## config.mk

```make
export PLATFORM = sky130hd
export DESIGN_NAME = reg_file_rename
export DESIGN_NICKNAME = d
export VERILOG_FILES = /design/src/rtl/reg_file_rename_pkg.sv /design/src/rtl/reg_read_port.sv /design/src/rtl/reg_file_rename.sv
export SDC_FILE = /design/constraint.sdc
export NUM_CORES = 2
export LEC_CHECK = 0
export BUFFER_PORTS_ARGS = -buffer_cell sky130_fd_sc_hd__buf_2
export CORE_AREA = 5 5 356 358
export CTS_BUF_LIST = sky130_fd_sc_hd__clkbuf_16
export DETAILED_ROUTE_END_ITERATION = 16
export DIE_AREA = 0 0 361 363
export GPL_TIMING_DRIVEN = 0
export PLACE_DENSITY_LB_ADDON = 0.3
export SYNTH_ARGS = -nofsm -noshare
export SYNTH_HDL_FRONTEND = slang
export SYNTH_SLANG_ARGS = --single-unit
```

## constraint.sdc

```tcl
create_clock -name clk -period 2.8 [get_ports clk]
set_input_delay 0.42 -clock clk [delete_from_list [all_inputs] [get_ports clk]]
set_output_delay 0.42 -clock clk [all_outputs]
set_load 0.005 [all_outputs]
```

## src/rtl/reg_file_rename_pkg.sv

```systemverilog
// Shared constants and helpers for the architectural register file with rename tracking.
package reg_file_rename_pkg;

  localparam int DATA_WID    = 32;
  localparam int REG_POS_WID = 5;
  localparam int ROB_POS_WID = 4;
  localparam int NUM_REGS    = 32;

  // x0 never holds state and never carries a producer tag.
  function automatic logic is_x0(input logic [REG_POS_WID-1:0] idx);
    return idx == '0;
  endfunction

endpackage

```

## src/rtl/reg_read_port.sv

```systemverilog
// One operand read port: x0 masking plus the optional same-cycle commit bypass.
// REGFILE_BYPASS_EN selects whether a matching commit is forwarded in the same cycle.
module reg_read_port
  import reg_file_rename_pkg::*;
#(
  parameter int DATA_W    = DATA_WID,
  parameter int ROB_POS_W = ROB_POS_WID
) (
  input  logic [REG_POS_WID-1:0] idx,
  input  logic [DATA_W-1:0]      reg_val,
  input  logic                   reg_busy,
  input  logic [ROB_POS_W-1:0]   reg_tag,
  input  logic                   commit_fire,
  input  logic [REG_POS_WID-1:0] commit_rd,
  input  logic [DATA_W-1:0]      commit_val,
  input  logic [ROB_POS_W-1:0]   commit_rob_pos,
  output logic [DATA_W-1:0]      rd_val,
  output logic                   rd_busy,
  output logic [ROB_POS_W-1:0]   rd_rob_pos
);

`ifdef REGFILE_BYPASS_EN
  logic bypass_hit;

  // Forward only when the committing entry is the register's current owner.
  assign bypass_hit = commit_fire && (commit_rd == idx) && reg_busy &&
                      (reg_tag == commit_rob_pos);

  always_comb begin
    rd_val     = reg_val;
    rd_busy    = reg_busy;
    rd_rob_pos = reg_tag;
    if (bypass_hit) begin
      rd_val  = commit_val;
      rd_busy = 1'b0;
    end
    if (is_x0(idx)) begin
      rd_val     = '0;
      rd_busy    = 1'b0;
      rd_rob_pos = '0;
    end
  end
`else
  logic unused_commit;
  assign unused_commit = ^{commit_fire, commit_rd, commit_val, commit_rob_pos};

  always_comb begin
    rd_val     = reg_val;
    rd_busy    = reg_busy;
    rd_rob_pos = reg_tag;
    if (is_x0(idx)) begin
      rd_val     = '0;
      rd_busy    = 1'b0;
      rd_rob_pos = '0;
    end
  end
`endif

endmodule

```

## src/rtl/reg_file_rename.sv

```systemverilog
// Architectural register file holding committed values, busy bits and producer ROB tags.
// Build option REGFILE_BYPASS_EN adds same-cycle commit forwarding on the read ports.
module reg_file_rename
  import reg_file_rename_pkg::*;
#(
  parameter int DATA_W    = DATA_WID,
  parameter int ROB_POS_W = ROB_POS_WID
) (
  input  logic                   clk,
  input  logic                   rst,
  input  logic                   rdy,
  input  logic                   rollback,
  input  logic                   commit,
  input  logic [REG_POS_WID-1:0] commit_rd,
  input  logic [DATA_W-1:0]      commit_val,
  input  logic [ROB_POS_W-1:0]   commit_rob_pos,
  input  logic                   rename,
  input  logic [REG_POS_WID-1:0] rename_rd,
  input  logic [ROB_POS_W-1:0]   rename_rob_pos,
  input  logic [REG_POS_WID-1:0] rs1_idx,
  input  logic [REG_POS_WID-1:0] rs2_idx,
  output logic [DATA_W-1:0]      rs1_val,
  output logic [DATA_W-1:0]      rs2_val,
  output logic                   rs1_busy,
  output logic                   rs2_busy,
  output logic [ROB_POS_W-1:0]   rs1_rob_pos,
  output logic [ROB_POS_W-1:0]   rs2_rob_pos
);

  logic [DATA_W-1:0]    val_q [NUM_REGS];
  logic [DATA_W-1:0]    val_d [NUM_REGS];
  logic [NUM_REGS-1:0]  busy_q;
  logic [NUM_REGS-1:0]  busy_d;
  logic [ROB_POS_W-1:0] tag_q [NUM_REGS];
  logic [ROB_POS_W-1:0] tag_d [NUM_REGS];

  logic commit_fire;
  assign commit_fire = commit && rdy;

  // Ordering inside this block encodes priority: commit clears first, then
  // rollback wipes busy or a rename re-marks the register for its new owner.
  always_comb begin
    val_d  = val_q;
    busy_d = busy_q;
    tag_d  = tag_q;
    if (rdy) begin
      if (commit) begin
        if (!is_x0(commit_rd)) begin
          val_d[commit_rd] = commit_val;
        end
        if (tag_q[commit_rd] == commit_rob_pos) begin
          busy_d[commit_rd] = 1'b0;
        end
      end
      if (rollback) begin
        busy_d = '0;
      end else if (rename && !is_x0(rename_rd)) begin
        busy_d[rename_rd] = 1'b1;
        tag_d[rename_rd]  = rename_rob_pos;
      end
    end
  end

  always_ff @(posedge clk) begin
    if (rst) begin
      for (int i = 0; i < NUM_REGS; i++) begin
        val_q[i] <= '0;
        tag_q[i] <= '0;
      end
      busy_q <= '0;
    end else begin
      val_q  <= val_d;
      busy_q <= busy_d;
      tag_q  <= tag_d;
    end
  end

  reg_read_port #(
    .DATA_W    (DATA_W),
    .ROB_POS_W (ROB_POS_W)
  ) u_rs1_port (
    .idx            (rs1_idx),
    .reg_val        (val_q[rs1_idx]),
    .reg_busy       (busy_q[rs1_idx]),
    .reg_tag        (tag_q[rs1_idx]),
    .commit_fire    (commit_fire),
    .commit_rd      (commit_rd),
    .commit_val     (commit_val),
    .commit_rob_pos (commit_rob_pos),
    .rd_val         (rs1_val),
    .rd_busy        (rs1_busy),
    .rd_rob_pos     (rs1_rob_pos)
  );

  reg_read_port #(
    .DATA_W    (DATA_W),
    .ROB_POS_W (ROB_POS_W)
  ) u_rs2_port (
    .idx            (rs2_idx),
    .reg_val        (val_q[rs2_idx]),
    .reg_busy       (busy_q[rs2_idx]),
    .reg_tag        (tag_q[rs2_idx]),
    .commit_fire    (commit_fire),
    .commit_rd      (commit_rd),
    .commit_val     (commit_val),
    .commit_rob_pos (commit_rob_pos),
    .rd_val         (rs2_val),
    .rd_busy        (rs2_busy),
    .rd_rob_pos     (rs2_rob_pos)
  );

endmodule

```

==> impl_metrics.csv <==
group,metric,value,unit
sta,timing.final.crit_period,3.298,ns
pwr,post-layout-total-power,38.30,mW
synth,netlist_area_before_placement,61140,µm²
synth,synth_largest_area_cell,"dfxtp_1",
routing,drcViolationCount,0,
clock_network,clk_root_buffer_cell,"clkbuf_16",
routing,drt.antenna.violating_nets,0,
sta,slew_viol_final,22,
setup_path,timing.critical_path.to_type,"output port",
outcome,status,"finished, violations left",
floorplanning,initial_util,49.71,%
sta,timing.final.crit_share,117.8,%
global_routing,grt_antenna_before_repair,14,
synth,post_synth_inst_count,6466,
synth,yosys.cell_count.top_type,"nand2_1",
clock_network,cts_buffers,135,
routing,via_per_instance_ratio,6.818,
global_routing,global_route.usage.total,43.00,%
setup_path,cp_common_cell,"mux4_2",
routing,finalWirelength,290100,µm
synth,synthDistinctLibCells,48,
hold_path,worst_hold_path.endpoint,"val_q[979]$_SDFFE_PP0P_",
global_routing,grt_pass1_wl,400000,µm
setup_path,cpMaxStageDelayCell,"mux4_2",
place,cells_after_dpl,8236,
place,place_worst_setup_slack,-2.637,ns
final_layout,area_growth,16.91,%
global_routing,grt_max_degree,20,
synth,async_reset_ff_share,0,%
clock_network,tritoncts,"done",
synth,ys_warn_count,0,
final_layout,nets,6866,
pwr,power.density,535.8,nW/µm²
job,drv.max_cap_violation_count,2,
global_routing,global_route.overflow_total,0,
setup_path,cp.required,2.38,ns
synth,ys.flop_type,"dfxtp_1",
floorplanning,die_h,363,µm
setup_path,number_of_cells_traversed_by_the_worst_register_to_register_path,7,
synth,synth_edf_count,0,
clock_network,clkTransAtPathRegs,0.06,ns
hold_path,hold_path_class,"in2reg",
synth,synth_fp_nets,6532,
synth,avgSynthCellArea,9.456,µm²
floorplanning,std_cell_rows,129,
setup_path,regToRegEndpoint,"busy_q[3]$_SDFFE_PP0P_",
outcome,violations,"max-capacitance violations, max-slew violations, negative setup slack",
routing,initial_drc_count,10750,
floorplanning,die_w,361,µm
floorplanning,floorplan.die_area,131000,µm²
synth,synthesis_stage_register_bit_count,1184,
final_layout,layout-drive-gt1-share,23.35,%
routing,avgRoutedWirePerCell,33.94,µm
pwr,static_leakage,23.64,nW
clock_network,ctsLongestPathBuffers,3,
setup_path,cp.arrival,2.88,ns
final_layout,fill_cells,10730,
floorplanning,floorplan.core_area,123000,µm²
hold_path,hold_path.startpoint,"commit_val[19]",
synth,synth-seq-area-share,38.77,%
sta,worst_slack,-0.4983,ns
sta,finalSetupViolations,214,
place,gp_congestion,1.068,
clock_network,clock_sinks,1184,
pwr,worst_ir_drop_vdd,0.6068,mV
global_routing,vias_in_the_first_global_route,53740,
setup_path,crit_chain,"mux4_2 -> mux4_2 -> mux2i_4 -> nor2_2 -> buf_2",
synth,synthDominantCellAreaShare,38.77,%
synth,netlist_top_cells_area,"dfxtp_1 (39%), mux4_2 (27%), nand2_1 (13%), a21oi_1 (8.3%), mux2i_1 (4.0%)",
sta,clock-skew-final,0.02543,ns
sta,finalHoldViolCount,0,
routing,vias_post_dr,58260,
final_layout,stdcell_count,8545,
synth,netlist_top_cells_count,"nand2_1 (2074), dfxtp_1 (1184), a21oi_1 (1010)",
setup_path,worst_r2r_startpoint,"tag_q[98]$_SDFFE_PP0P_",
setup_path,crit_path_max_incr_delay,0.61,ns
sta,worst_pin_slew,1.680,ns
clock_network,htree_num_levels,4,
sta,fin_tns_setup,-27.91,ns
place,dp_hpwl,216400,µm
routing,drt_first_pass_iters,8,
setup_path,start_kind,"register",
setup_path,cp_max_fo,3,
sta,grt_setup_unrepaired,"true",
place,port_buffers,130,
final_layout,finalCoreUtilization,58.12,%
sta,fmaxAchievable,0.3032,GHz
clock_network,clkLatencyLatePin,0.80,ns
setup_path,crit_type,"reg2out",
hold_path,timing.hold.worst_path_depth,3,
floorplanning,number_of_ports_placed_on_the_die_boundary,140,
setup_path,r2r_setup_slack,0.11,ns
sta,worst_slew_margin_rel,-11.98,%
==> power by group <==
group,switching (mW),total (mW),leakage [nW],internal [mW]
combinational,2.55,3.63,11.8,1.08
sequential,0.0502,17.0,9.62,16.9
clock,7.73,17.7,2.20,9.99
==> how the worst max path moves through the flow <==
| stage | from | endpoint | slack [ns] | cells past startpoint |
|---|---|---|---|---|
| after floorplan | rs2_idx[1] | rs2_rob_pos[0] | -0.04 | 7 |
| after global placement | rs2_idx[1] | rs2_val[19] | -2.89 | 8 |
| after detailed placement | rs1_idx[1] | rs1_val[20] | -2.64 | 8 |
| after CTS | val_q[147]$_SDFFE_PP0P_ | rs2_val[19] | -0.41 | 5 |
| after global routing | val_q[403]$_SDFFE_PP0P_ | rs2_val[19] | -0.48 | 5 |
| final | val_q[403]$_SDFFE_PP0P_ | rs2_val[19] | -0.50 | 5 |
==> worst max-delay path, delay by kind of cell, from the launching register on <==
family,cells,cell delay [ns]
buf+inv,1,0.14
flops,1,0.33
simple gates,1,0.07
mux,3,1.55
==> routing by layer <==
layer / share of wire, % / GRT usage (%) / wire (µm)
met2: 41 / 60.00 / 118300
met3: 15 / 15.01 / 42090
met4: 10 / 34.77 / 29970
met5: 0.033 / 0.7487 / 95
met1: 34 / 53.97 / 99560
==> logic make-up after synthesis <==
kind of cell,synth area share [%]
buffers and inverters,4.304
multiplexers,31.29
flip-flops,38.77
AND/OR/NAND/NOR,16.16
AO/OA/AOI/OAI,9.485
==> layout by cell type, fill, tap and decap left out, types with 20 or more instances in the layout <==
| cell type | instances |
|---|---|
| nor2b_1 | 42 |
| nor2_1 | 174 |
| mux2i_4 | 36 |
| nand2b_1 | 21 |
| nor2_4 | 26 |
| dfxtp_1 | 1022 |
| a21oi_1 | 1010 |
| nand2_1 | 2073 |
| mux2i_1 | 191 |
| clkinv_1 | 23 |
| buf_6 | 31 |
| nor2_2 | 50 |
| clkbuf_2 | 23 |
| buf_2 | 147 |
| clkbuf_8 | 20 |
| buf_4 | 56 |
| o31ai_1 | 29 |
| clkbuf_1 | 440 |
| nand3_1 | 20 |
| dlygate4sd3_1 | 25 |
| o22ai_1 | 28 |
| nor3_1 | 26 |
| clkbuf_16 | 146 |
| buf_12 | 22 |
| inv_1 | 69 |
| dfxtp_2 | 159 |
| clkbuf_4 | 39 |
| mux4_2 | 740 |
==> metrics by stage <==
| step | area (µm²) | hold slack (ns) |
|---|---|---|
| floorplan | 61210 | 0.4326 |
| global placement | 63910 | 0.4480 |
| detailed placement | 63970 | 0.4577 |
| CTS | 70820 | 0.0004014 |
| global route | 71460 | 0.01714 |
| finish | 71480 | 0.02441 |
==> final cells by class <==
class                      count  area, µm²  share of cell area, %
clock buffer                 139       3478                  4.866
sequential                  1184      23910                  33.45
buffer                       651       3860                  5.400
inverter                      33      123.9                 0.1733
clock inverter                97      768.2                  1.075
antenna                        9      22.52                0.03151
multi-input combinational   4596      35730                  49.99
tap                         1637       2048                  2.865
timing repair buffer         199       1531                  2.143
==> registers in the layout, indices dropped and copies added, names as in the netlist <==
signal  cells
busy_q     32
val_q    1024
tag_q     128
==> timing repair <==
item	4_1_cts	5_1_grt
setup endpoints to repair	777	910
hold buffers	25	0
cloned	7	0
resized for setup	668	198
hold endpoints to repair	25	0
pin swaps	17	25
setup buffers	17	17
Note: power is estimated with default switching activity, not from simulation.
